$ cat config.mk
export PLATFORM = sky130hd
export DESIGN_NAME = wide_addsub_seq
export DESIGN_NICKNAME = d
export VERILOG_FILES = /design/src/rtl/wide_addsub_pkg.sv /design/src/rtl/addsub8_slice.sv /design/src/rtl/wide_addsub_seq.sv
export SDC_FILE = /design/constraint.sdc
export NUM_CORES = 1
export LEC_CHECK = 0
export ABC_AREA = 0
export BUFFER_PORTS_ARGS = -buffer_cell sky130_fd_sc_hd__buf_2
export CAP_MARGIN = 5
export CORE_MARGIN = 2
export CORE_UTILIZATION = 44
export DETAILED_ROUTE_END_ITERATION = 10
export PLACE_DENSITY = 0.67
export SYNTH_ARGS = -nofsm -noshare
export SYNTH_HDL_FRONTEND = slang
export SYNTH_HIERARCHICAL = 1
export SYNTH_SLANG_ARGS = --single-unit
$ cat constraint.sdc
create_clock -name clk -period 6.11 [get_ports clk]
set_clock_uncertainty 0.15 [all_clocks]
set_input_delay 0.611 -clock clk [delete_from_list [all_inputs] [get_ports clk]]
set_output_delay 0.611 -clock clk [all_outputs]
set_load 0.01 [all_outputs]
$ cat src/rtl/wide_addsub_pkg.sv
// Shared types and constants for the byte-serial wide add/sub sequencer.
package wide_addsub_pkg;

    localparam int unsigned BYTE_W = 8;

    typedef enum logic [1:0] {
        IDLE,
        RUN,
        DONE
    } state_e;

endpackage

$ cat src/rtl/addsub8_slice.sv
// Combinational byte-wide add/sub slice built from a chain of 1-bit full-adder cells.
// sub only inverts b; the +1 of two's complement comes in through carry_in on the
// lowest byte, so upper bytes can chain the real carry without re-injecting it.
module addsub8_slice
    import wide_addsub_pkg::*;
(
    input  logic [BYTE_W-1:0] a,
    input  logic [BYTE_W-1:0] b,
    input  logic              sub,
    input  logic              carry_in,
    output logic [BYTE_W-1:0] y,
    output logic              carry_out,
    output logic              c7
);

    logic [BYTE_W-1:0] b_eff;
    logic [BYTE_W:0]   c;

    // Ripple through one full-adder cell per bit.
    always_comb begin
        b_eff = b ^ {BYTE_W{sub}};
        c     = '0;
        y     = '0;
        c[0]  = carry_in;
        for (int i = 0; i < BYTE_W; i++) begin
            y[i]   = a[i] ^ b_eff[i] ^ c[i];
            c[i+1] = (a[i] & b_eff[i]) | (c[i] & (a[i] ^ b_eff[i]));
        end
    end

    assign carry_out = c[BYTE_W];
    assign c7        = c[BYTE_W-1];

endmodule

$ cat src/rtl/wide_addsub_seq.sv
// WORDS x 8-bit add/subtract sequenced one byte per cycle through a single shared
// addsub8_slice, with valid/ready handshakes on operands and result.
module wide_addsub_seq
    import wide_addsub_pkg::*;
#(
    parameter int unsigned WORDS = 4
) (
    input  logic                    clk,
    input  logic                    rst_n,
    input  logic                    in_valid,
    output logic                    in_ready,
    input  logic [BYTE_W*WORDS-1:0] a,
    input  logic [BYTE_W*WORDS-1:0] b,
    input  logic                    sub,
    output logic                    out_valid,
    input  logic                    out_ready,
    output logic [BYTE_W*WORDS-1:0] y,
    output logic                    carry_out,
    output logic                    overflow
);

    localparam int unsigned IDX_W = (WORDS > 1) ? $clog2(WORDS) : 1;
    localparam int unsigned W     = BYTE_W * WORDS;

    state_e             state_q;
    logic [W-1:0]       a_q;
    logic [W-1:0]       b_q;
    logic               sub_q;
    logic [IDX_W-1:0]   idx_q;
    logic               carry_q;

    logic [BYTE_W-1:0]  a_byte;
    logic [BYTE_W-1:0]  b_byte;
    logic [BYTE_W-1:0]  sum_byte;
    logic               slice_co;
    logic               slice_c7;
    logic               last_byte;

    // Select the operand bytes addressed by the current index.
    always_comb begin
        a_byte = '0;
        b_byte = '0;
        for (int i = 0; i < WORDS; i++) begin
            if (idx_q == IDX_W'(i)) begin
                a_byte = a_q[i*BYTE_W +: BYTE_W];
                b_byte = b_q[i*BYTE_W +: BYTE_W];
            end
        end
        last_byte = (idx_q == IDX_W'(WORDS - 1));
    end

    addsub8_slice u_slice (
        .a         (a_byte),
        .b         (b_byte),
        .sub       (sub_q),
        .carry_in  (carry_q),
        .y         (sum_byte),
        .carry_out (slice_co),
        .c7        (slice_c7)
    );

    // Control FSM with operand, carry and result registers; all outputs registered.
    always_ff @(posedge clk or negedge rst_n) begin
        if (!rst_n) begin
            state_q   <= IDLE;
            in_ready  <= 1'b1;
            out_valid <= 1'b0;
            y         <= '0;
            carry_out <= 1'b0;
            overflow  <= 1'b0;
            a_q       <= '0;
            b_q       <= '0;
            sub_q     <= 1'b0;
            idx_q     <= '0;
            carry_q   <= 1'b0;
        end else begin
            case (state_q)
                IDLE: begin
                    if (in_valid) begin
                        a_q      <= a;
                        b_q      <= b;
                        sub_q    <= sub;
                        carry_q  <= sub;  // +1 of two's complement on byte 0
                        idx_q    <= '0;
                        in_ready <= 1'b0;
                        state_q  <= RUN;
                    end
                end
                RUN: begin
                    for (int i = 0; i < WORDS; i++) begin
                        if (idx_q == IDX_W'(i)) begin
                            y[i*BYTE_W +: BYTE_W] <= sum_byte;
                        end
                    end
                    carry_q <= slice_co;
                    if (last_byte) begin
                        carry_out <= slice_co;
                        overflow  <= slice_c7 ^ slice_co;
                        out_valid <= 1'b1;
                        state_q   <= DONE;
                    end else begin
                        idx_q <= idx_q + 1'b1;
                    end
                end
                DONE: begin
                    if (out_ready) begin
                        out_valid <= 1'b0;
                        in_ready  <= 1'b1;
                        state_q   <= IDLE;
                    end
                end
                default: begin
                    state_q <= IDLE;
                end
            endcase
        end
    end

endmodule

==> flow_summary.json <==
{
  "synth-simple-area-share": 0.0342,
  "cts_max_level": 3,
  "cts-root-buf": "clkbuf_8",
  "holdCritPathClass": "input pin to asynchronous set/reset pin",
  "insertion_delay_ns": 0.37,
  "post_cts_resized": 0,
  "endpoint_kind": "flip-flop",
  "place_hpwl_um": 7470,
  "ctsHoldBuffers": 0,
  "crit_path_max_fanout": 9,
  "status": "completed",
  "timing_hold_violations_final": 0,
  "grt_max_degree": 67,
  "synthXorXnorAreaFrac": 0.0165,
  "postCtsSetupBuffers": 0,
  "slew_headroom": 0.441,
  "num_rows": 38,
  "gp_congestion": 0.800,
  "ys_seq_area_frac": 0.554,
  "portBuffers": 104,
  "clockBufferDepth": 2,
  "first_global_vias": 3201,
  "core_area_um2": 10700,
  "start_util": 0.446,
  "ff2ff_setup_slack_ns": 0.59,
  "slowest_stage": "nor2b_1",
  "area_growth_pct": 18.0,
  "leakagePower_uw": 0.00261,
  "ios": 105,
  "p_total_uw": 3840,
  "yosysTopAreaCell": "dfrtp_1",
  "fin_crit_sh": 0.904,
  "worst-path-stages": 20,
  "startpoint_type": "flip-flop",
  "path_class": "flip-flop to flip-flop",
  "viasPerCell": 5.18,
  "drc": 0,
  "die_h_um": 108,
  "antenna_cells": 0,
  "layout-drive-gt1-share": 0.413,
  "ys_async_sr_fraction": 1.00,
  "ys_ff_latch": 106,
  "ys_types": 33,
  "met3WireLength_um": 563,
  "synthTopCellsByCount": "105 x dfrtp_1, 57 x mux2_2, 40 x mux2_1",
  "wirelength_um": 10100,
  "drv_slew": 0,
  "setup_violations": 0,
  "synth-edff-count": 0,
  "vdd_drop_max_uv": 278,
  "synth_most_common_cell": "dfrtp_1",
  "layout.nets": 538,
  "r2r_end": "y[7]$_DFFE_PN0P_",
  "clk_pin_slew_ns": 0.10,
  "p_per_area_nw_per_um2": 679,
  "ys_warn_count": 6,
  "ant_nets": 0,
  "m1WireLength_um": 4700,
  "crit_path_frequent_cell": "fa_1",
  "numCtsBuffers": 9,
  "cts_tree": "done",
  "antenna_found_initial": 0,
  "cap_violations": 0,
  "timing.critical_path.buf_inv": 7,
  "die_w_um": 108,
  "synth_mux_area_frac": 0.228,
  "grt_usage": 0.183,
  "worst_pin_slew_ns": 0.838,
  "r2r.worst_path.cells": 20,
  "crit_family": "adder cells",
  "drtIter0Drc": 127,
  "synth_adder_area_share": 0.0439,
  "path_cells": "inv_1 -> ha_1 -> nor2b_1 -> a22oi_1 -> a21oi_1 -> inv_1 -> fa_1 -> inv_1 -> fa_1 -> inv_1 -> fa_1 -> fa_1 -> fa_1 -> fa_1 -> inv_1 -> fa_1 -> inv_1 -> fa_1 -> inv_1 -> mux2_2",
  "synth_top_family_by_area": "multiplexers",
  "die_area_um2": 11700,
  "syn_avg_cell_area_um2": 13.6,
  "routedWlPerCell_um": 16.7,
  "required_ns": 6.22,
  "ys.flop_type": "dfrtp_1",
  "grt_pass1_wl_um": 16300,
  "synth_fp_nets": 434,
  "drtPass1Iterations": 4,
  "top_layer": "met4",
  "vias": 3121,
  "worstPathArrival_ns": 5.64,
  "tns_ns": 0,
  "wl_met2_um": 4680,
  "gr-total-overflow": 0,
  "timing.rr.start": "idx_q[0]$_DFFE_PN0P_",
  "max_freq_mhz": 181,
  "synth_top_area_frac": 0.548,
  "slowest_delay_ns": 0.59,
  "rsz0062_at_grt": "false",
  "synthTopCellsByArea": "dfrtp_1 55%, mux2_2 13%, mux2_1 9.4%, fa_1 3.3%, a22oi_1 2.5%",
  "cts_sinks": 106,
  "layout_min_cycle_time_ns": 5.52,
  "synthCells": 353,
  "synth_compound_area_frac": 0.0768,
  "mappedNetlistArea_um2": 4790
}
==> report_power, final <==
part	switching, uW	internal, uW	total, uW
Sequential	225	1070	1300
Combinational	1090	943	2030
Clock	237	274	511
==> per-stage QoR <==
step	utilization	hold slack, ns	setup WS, ns	cells	area [um^2]
floorplan	-	0.165	1.08	353	4790
global placement	0.504	0.318	0.868	586	5410
detailed placement	0.504	0.326	0.636	586	5410
CTS	0.526	0.115	0.609	602	5660
global route	0.526	0.142	0.294	602	5660
finish	0.526	0.103	0.588	602	5660
==> layout make-up <==
cell class | instances | area [um^2]
Sequential cell | 106 | 2650
Clock inverter | 6 | 114
Clock buffer | 10 | 128
Fill cell | 995 | 5090
Tap cell | 140 | 175
Timing Repair Buffer | 111 | 576
Inverter | 24 | 90.1
Multi-Input combinational cell | 205 | 1920
==> state kept, by name (all words and copies together) (netlist names) <==
signal and count:
a_q 32, b_q 32, y 32, idx_q 2, state_q 2, carry_out 1
carry_q 1, in_ready 1, out_valid 1, overflow 1, sub_q 1
==> worst max path at each step <==
stage	startpoint	endpoint	slack, ns
2_1_floorplan	idx_q[1]$_DFFE_PN0P_	y[15]$_DFFE_PN0P_	1.08
4_1_cts	idx_q[0]$_DFFE_PN0P_	y[7]$_DFFE_PN0P_	0.61
6_report	idx_q[0]$_DFFE_PN0P_	y[7]$_DFFE_PN0P_	0.59
3_5_place_dp	idx_q[0]$_DFFE_PN0P_	y[7]$_DFFE_PN0P_	0.64
5_1_grt	idx_q[0]$_DFFE_PN0P_	y[23]$_DFFE_PN0P_	0.29
3_3_place_gp	idx_q[0]$_DFFE_PN0P_	y[31]$_DFFE_PN0P_	0.87
==> placed cells by master (no fill, tap or decap), drive strengths merged <==
master and instances:
buf 111, dfrtp 105, mux2 97, inv 24, a21oi 21, a22oi 16, o22ai 15, nand2 11
clkbuf 10, fa 8, o21ai 7, xnor2 7, ha 4, nor2 3, bufinv 3, nand2b 2
nand3 2, clkinvlp 2, xor2 2, nand3b 2, nor2b 2, nor3b 2, clkinv 1, or3b 1
a31oi 1, nor3 1, o21bai 1, dfstp 1
==> logic make-up (layout without fill, tap and decap cells) <==
family                     count (synthesis)  after routing
and+or+nand+nor                           26             26
muxes                                     97             97
DFF                                      106            106
adders and majority gates                 12             12
AOI/OAI and AO/OA                         61             61
xor gates and xnor gates                   9              9
buffers and inverters                     42            151
==> worst reg2reg max path, cell delays in order (launching register included) <==
cell and delay [ns]:
dfrtp_1 0.45, inv_1 0.10, ha_1 0.21, nor2b_1 0.59, a22oi_1 0.14, a21oi_1 0.21, inv_1 0.09, fa_1 0.42
inv_1 0.09, fa_1 0.18, inv_1 0.06, fa_1 0.39, fa_1 0.39, fa_1 0.39, fa_1 0.38, inv_1 0.08
fa_1 0.21, inv_1 0.07, fa_1 0.50, inv_1 0.06, mux2_2 0.26
==> layer usage <==
layer | GRT usage | vias up
met5 | 0 | -
met2 | 0.293 | 91
met1 | 0.249 | 1575
met4 | 0.0531 | 0
li1 | - | 1441
met3 | 0.0428 | 14
Power figures use the tool's default switching activity.
